<file path="config.mk">
export PLATFORM = sky130hd
export DESIGN_NAME = fir_decim_q10
export DESIGN_NICKNAME = d
export VERILOG_FILES = /design/src/rtl/fir_decim_q10.sv
export SDC_FILE = /design/constraint.sdc
export NUM_CORES = 2
export LEC_CHECK = 0
export CORE_MARGIN = 2
export CORE_UTILIZATION = 36
export CTS_BUF_LIST = sky130_fd_sc_hd__clkbuf_16
export DETAILED_ROUTE_END_ITERATION = 10
export PLACE_DENSITY_LB_ADDON = 0.1
export SYNTH_ARGS = -nofsm -noshare
export SYNTH_HDL_FRONTEND = slang
export SYNTH_SLANG_ARGS = --single-unit
</file>
<file path="constraint.sdc">
create_clock -name clock -period 35.5 [get_ports clock]
set_input_delay 7.1 -clock clock [delete_from_list [all_inputs] [get_ports clock]]
set_output_delay 7.1 -clock clock [all_outputs]
set_load 0.005 [all_outputs]
</file>
<file path="src/rtl/fir_decim_q10.sv">
// fir_decim_q10: streaming decimating FIR filter for the FM receive chain.
// Samples and coefficients are Q10 signed (32-bit, 10 fractional bits).
// The datapath has one multiplier. After DECIM input samples have been
// accepted, the filter runs TAPS multiply-accumulate cycles over the circular
// sample buffer, newest sample first. It then presents the sum on a
// valid/ready output port and holds it there until downstream takes it.
module fir_decim_q10 #(
    parameter int TAPS  = 8,
    parameter int DECIM = 4
) (
    input  logic                    clock,
    input  logic                    reset_n,
    input  logic                    coef_we,
    input  logic [$clog2(TAPS)-1:0] coef_addr,
    input  logic [31:0]             coef_data,
    input  logic                    in_valid,
    output logic                    in_ready,
    input  logic [31:0]             in_data,
    output logic                    out_valid,
    input  logic                    out_ready,
    output logic [31:0]             out_data
);

    localparam int AW = $clog2(TAPS);
    localparam int CW = $clog2(DECIM + 1);

    localparam logic [1:0] ST_ACCEPT = 2'd0;
    localparam logic [1:0] ST_MAC    = 2'd1;
    localparam logic [1:0] ST_OUTPUT = 2'd2;

    logic [1:0]    state_q, state_d;
    logic [AW-1:0] wptr_q, wptr_d;
    logic [CW-1:0] dcnt_q, dcnt_d;
    logic [AW-1:0] k_q, k_d;
    logic [31:0]   acc_q, acc_d;
    logic [31:0]   samp_q [TAPS];
    logic [31:0]   samp_d [TAPS];
    logic [31:0]   coef_q [TAPS];
    logic [31:0]   coef_d [TAPS];

    logic [AW:0]          rd_sum;
    logic [AW-1:0]        rd_idx;
    logic signed [63:0]   prod;
    logic [31:0]          term;
    logic [CW-1:0]        dcnt_inc;
    logic                 prod_unused;

    // The handshake outputs are decoded directly from the state, so reset
    // drives them to their idle values with no delay.
    assign in_ready  = (state_q == ST_ACCEPT);
    assign out_valid = (state_q == ST_OUTPUT);
    assign out_data  = acc_q;

    // Read index (wptr-1-k) mod TAPS. Adding TAPS first keeps the value
    // non-negative, and a single conditional subtract then wraps it. This
    // works for TAPS values that are not a power of two. The product is the
    // full 64-bit signed product. Bits [41:10] are kept, which gives an
    // arithmetic shift right by 10 (flooring) truncated to 32 bits.
    always_comb begin
        rd_sum = {1'b0, wptr_q} + (AW + 1)'(TAPS) - (AW + 1)'(1) - {1'b0, k_q};
        if (rd_sum >= (AW + 1)'(TAPS)) begin
            rd_sum = rd_sum - (AW + 1)'(TAPS);
        end
        rd_idx = rd_sum[AW-1:0];
        prod   = 64'($signed(coef_q[k_q])) * 64'($signed(samp_q[rd_idx]));
        term   = prod[41:10];
    end

    // The discarded product bits are folded together and left unused on purpose.
    assign prod_unused = ^{prod[63:42], prod[9:0]};

    // Next-state logic for the ACCEPT -> MAC -> OUTPUT sequence. Coefficient
    // writes are honoured only while accepting. A coefficient write and an
    // input transfer in the same cycle both take effect.
    always_comb begin
        state_d  = state_q;
        wptr_d   = wptr_q;
        dcnt_d   = dcnt_q;
        k_d      = k_q;
        acc_d    = acc_q;
        samp_d   = samp_q;
        coef_d   = coef_q;
        dcnt_inc = dcnt_q + CW'(1);
        case (state_q)
            ST_ACCEPT: begin
                if (coef_we && (int'(coef_addr) < TAPS)) begin
                    coef_d[coef_addr] = coef_data;
                end
                if (in_valid) begin
                    samp_d[wptr_q] = in_data;
                    if (wptr_q == AW'(TAPS - 1)) begin
                        wptr_d = '0;
                    end else begin
                        wptr_d = wptr_q + AW'(1);
                    end
                    if (dcnt_inc == CW'(DECIM)) begin
                        dcnt_d  = '0;
                        acc_d   = '0;
                        k_d     = '0;
                        state_d = ST_MAC;
                    end else begin
                        dcnt_d = dcnt_inc;
                    end
                end
            end
            ST_MAC: begin
                acc_d = acc_q + term;
                if (k_q == AW'(TAPS - 1)) begin
                    k_d     = '0;
                    state_d = ST_OUTPUT;
                end else begin
                    k_d = k_q + AW'(1);
                end
            end
            ST_OUTPUT: begin
                if (out_ready) begin
                    state_d = ST_ACCEPT;
                end
            end
            default: begin
                state_d = ST_ACCEPT;
            end
        endcase
    end

    // Control registers: state, write pointer, decimation count, tap index.
    always_ff @(posedge clock or negedge reset_n) begin
        if (!reset_n) begin
            state_q <= ST_ACCEPT;
            wptr_q  <= '0;
            dcnt_q  <= '0;
            k_q     <= '0;
        end else begin
            state_q <= state_d;
            wptr_q  <= wptr_d;
            dcnt_q  <= dcnt_d;
            k_q     <= k_d;
        end
    end

    // Accumulator, which also holds the output sample while it is presented.
    always_ff @(posedge clock or negedge reset_n) begin
        if (!reset_n) begin
            acc_q <= '0;
        end else begin
            acc_q <= acc_d;
        end
    end

    // Circular sample buffer. Reset clears it, so taps that reach back before
    // the first sample read as zero.
    always_ff @(posedge clock or negedge reset_n) begin
        if (!reset_n) begin
            for (int i = 0; i < TAPS; i++) begin
                samp_q[i] <= '0;
            end
        end else begin
            for (int i = 0; i < TAPS; i++) begin
                samp_q[i] <= samp_d[i];
            end
        end
    end

    // Coefficient bank.
    always_ff @(posedge clock or negedge reset_n) begin
        if (!reset_n) begin
            for (int i = 0; i < TAPS; i++) begin
                coef_q[i] <= '0;
            end
        end else begin
            for (int i = 0; i < TAPS; i++) begin
                coef_q[i] <= coef_d[i];
            end
        end
    end

endmodule

</file>
==> metrics.txt <==
critical setup path kind flip-flop to flip-flop; dpl hpwl ~110 mm; critical path required time between 30 and 40 ns; die span in y approximately 380 um; yosys warns 0; Synth Area per Inst ~11 um2; # nets final roughly 5400; std cell rows around 140; Synth Register Bits about 560; Buf/Inv on CP 6; Synth top area share 0.279; Fin Setup TNS 0 ns; Net Count, Synth between 5000 and 6000; first-pass GRT wire length roughly 230 mm; CTS resizes 0; area of the die between 0.1 and 0.15 mm2; Post-CTS Setup Bufs 0; core area between 0.1 and 0.15 mm2; WL/cell roughly 24 um; Simple-Gate Fraction of Synth Area 0.0851; Hold WC Path Type flip-flop to flip-flop; final worst slack approximately 22 ns; CTS tree done; gr busiest metal met2; routing usage on met2 0.381; Min Clock Period, post-route roughly 14 ns; clk_lat worst skew around 0.68 ns; 1st-iter DRT viols 1672; Worst path top cell family by delay adder cells; kind of end point of the critical path flip-flop; DRT Pass-1 Iters 7; CP max FO 34; Post-route DRC 0; Data arrival, critical path around 14 ns; Max Clk Rate ~0.073 GHz; dpl cell area about 0.053 mm2; Hold Slack just under 0.5 ns; Post-Synthesis Cells ~4400; total grt overflow 0; layout cells sized above 1 0.205; drt total wl ~150 mm; largest net degree at the start of global routing 95; DP Worst Slack 21.76 ns; CP Launch Type flip-flop; die width 376 um; largest family of logic cells by synthesized area adder cells; clock-pin slew on the worst setup and hold paths roughly 0.060 ns; Critical-path top delay cell and2_1; Routed Antenna Nets 0; synth-to-layout area growth 11.0%; compound-gate portion of the synthesized area 0.0276; via count about 32000; gr usage total 0.221; part of the Yosys area used for sequential elements 0.278; fin area between 0.05 and 0.06 mm2; io pins 106; gp weighted congestion 0.836; PortBufs around 110; synth unique cells 73; via/cell ratio between 5 and 6; Final Setup Violations 0; slew margin rel. 0.322; CP max stage delay 0.87 ns; EDFF count, synth 0; M3 GR Usage 0.0279; initial core utilization 0.363; ys async rst share 1.00; Longest Clk Path Bufs 3; main area contributors after synthesis fa_1, dfrtp_1, mux2_2, inv_1, ha_1; worst slew pin tran about 1.0 ns; Synth Area in Adders 0.328; Synth top cells by count inv_1, fa_1, dfrtp_1, mux2_2, nor2_1; critical path's most frequent cell fa_1; xor/xnor cell area share of the yosys netlist 0.0183; crit share post-route 0.384; max-capacitance violation count 0; final clock skew between 0.06 and 0.07 ns; vias in the first global route roughly 35000; mapped cell area roughly 0.05 mm2; top_reg_cell synth dfrtp_1; initial antenna violation count 3; status complete, no violations; final hold vios 0; Pins Over Slew Limit 0; CTS sink cnt between 500 and 600; hold_buf cts 0; met1 Use GR 0.299; most frequent cell after synthesis inv_1; post-synth top area cell fa_1; CTS root buf clkbuf_16; H-Tree Depth 3; mux share of post-synthesis cell area 0.190; setup repair after global routing missed its margin false; TritonCTS Buffers about 70
==> final timing paths <==
kind	from	cells past startpoint	to	slack, ns
setup / recovery	k_q[0]	43	out_data[31]	21.86
hold / removal	dcnt_q[1]	2	dcnt_q[1]	0.49
setup reg to reg	k_q[0]	43	out_data[31]	21.86
hold reg to reg	dcnt_q[1]	2	dcnt_q[1]	0.49
max in group asynchronous	reset_n	6	samp_q[253]	24.56
min in group asynchronous	reset_n	1	out_data[6]	6.41
==> logic make-up after synthesis <==
| family | Yosys count |
|---|---|
| xor gates and xnor gates | 101 |
| and+or+nand+nor | 1020 |
| DFF | 555 |
| AOI/OAI and AO/OA | 196 |
| buffers and inverters | 929 |
| adders and majority gates | 892 |
| muxes | 731 |
==> tightest hold or removal path, stage by stage (launching register included) <==
cell,delay [ns]
dfrtp_1,0.35
nand2_1,0.05
nand2_1,0.06
==> stage by stage <==
stage               std cells   util
global route             6315  0.403
global placement         6195  0.387
CTS                      6315  0.403
finish                   6317  0.403
detailed placement       6195  0.387
floorplan                4424      -
==> state kept, by name, summed over array words and instances, names as in the netlist <==
signal and cells:
coef_q 256, samp_q 256, out_data 32, dcnt_q 3, k_q 3, wptr_q 3
state_q 2
==> cell type report <==
class	count	area, um2
Fill cell	13400	82100
Tap cell	1794	2240
Antenna cell	2	5.00
Sequential cell	555	13900
Timing Repair Buffer	189	1690
Multi-Input combinational cell	2940	32700
Clock inverter	51	393
Clock buffer	69	1730
Inverter	717	2690
==> cells in the final DEF, fill, tap and decap left out, types with 9 or more instances in the layout <==
master	count
a21o_1	24
a21oi_1	42
and3_1	18
buf_4	84
clkbuf_16	69
clkdlybuf4s50_1	104
clkinv_1	20
dfrtp_1	552
fa_1	695
ha_1	195
inv_1	727
mux2_2	544
mux2i_1	32
mux2i_2	21
mux2i_4	17
mux4_2	105
nand2_1	336
nand2_2	11
nand2b_1	37
nand3_1	30
nor2_1	492
nor2b_1	23
nor3_1	10
o21a_1	9
o21ai_0	40
or2_2	27
xnor2_1	74
xor2_1	24
==> metal layers <==
metal  share of wire  wire length [um]
met3           0.037              5640
met5         0.00012                18
met1            0.44             67900
met2            0.50             76100
met4           0.019              2970
Power is left out: the tool's default activity adds up to more than one toggle a clock period on the data nets, which glitch-free logic cannot reach.
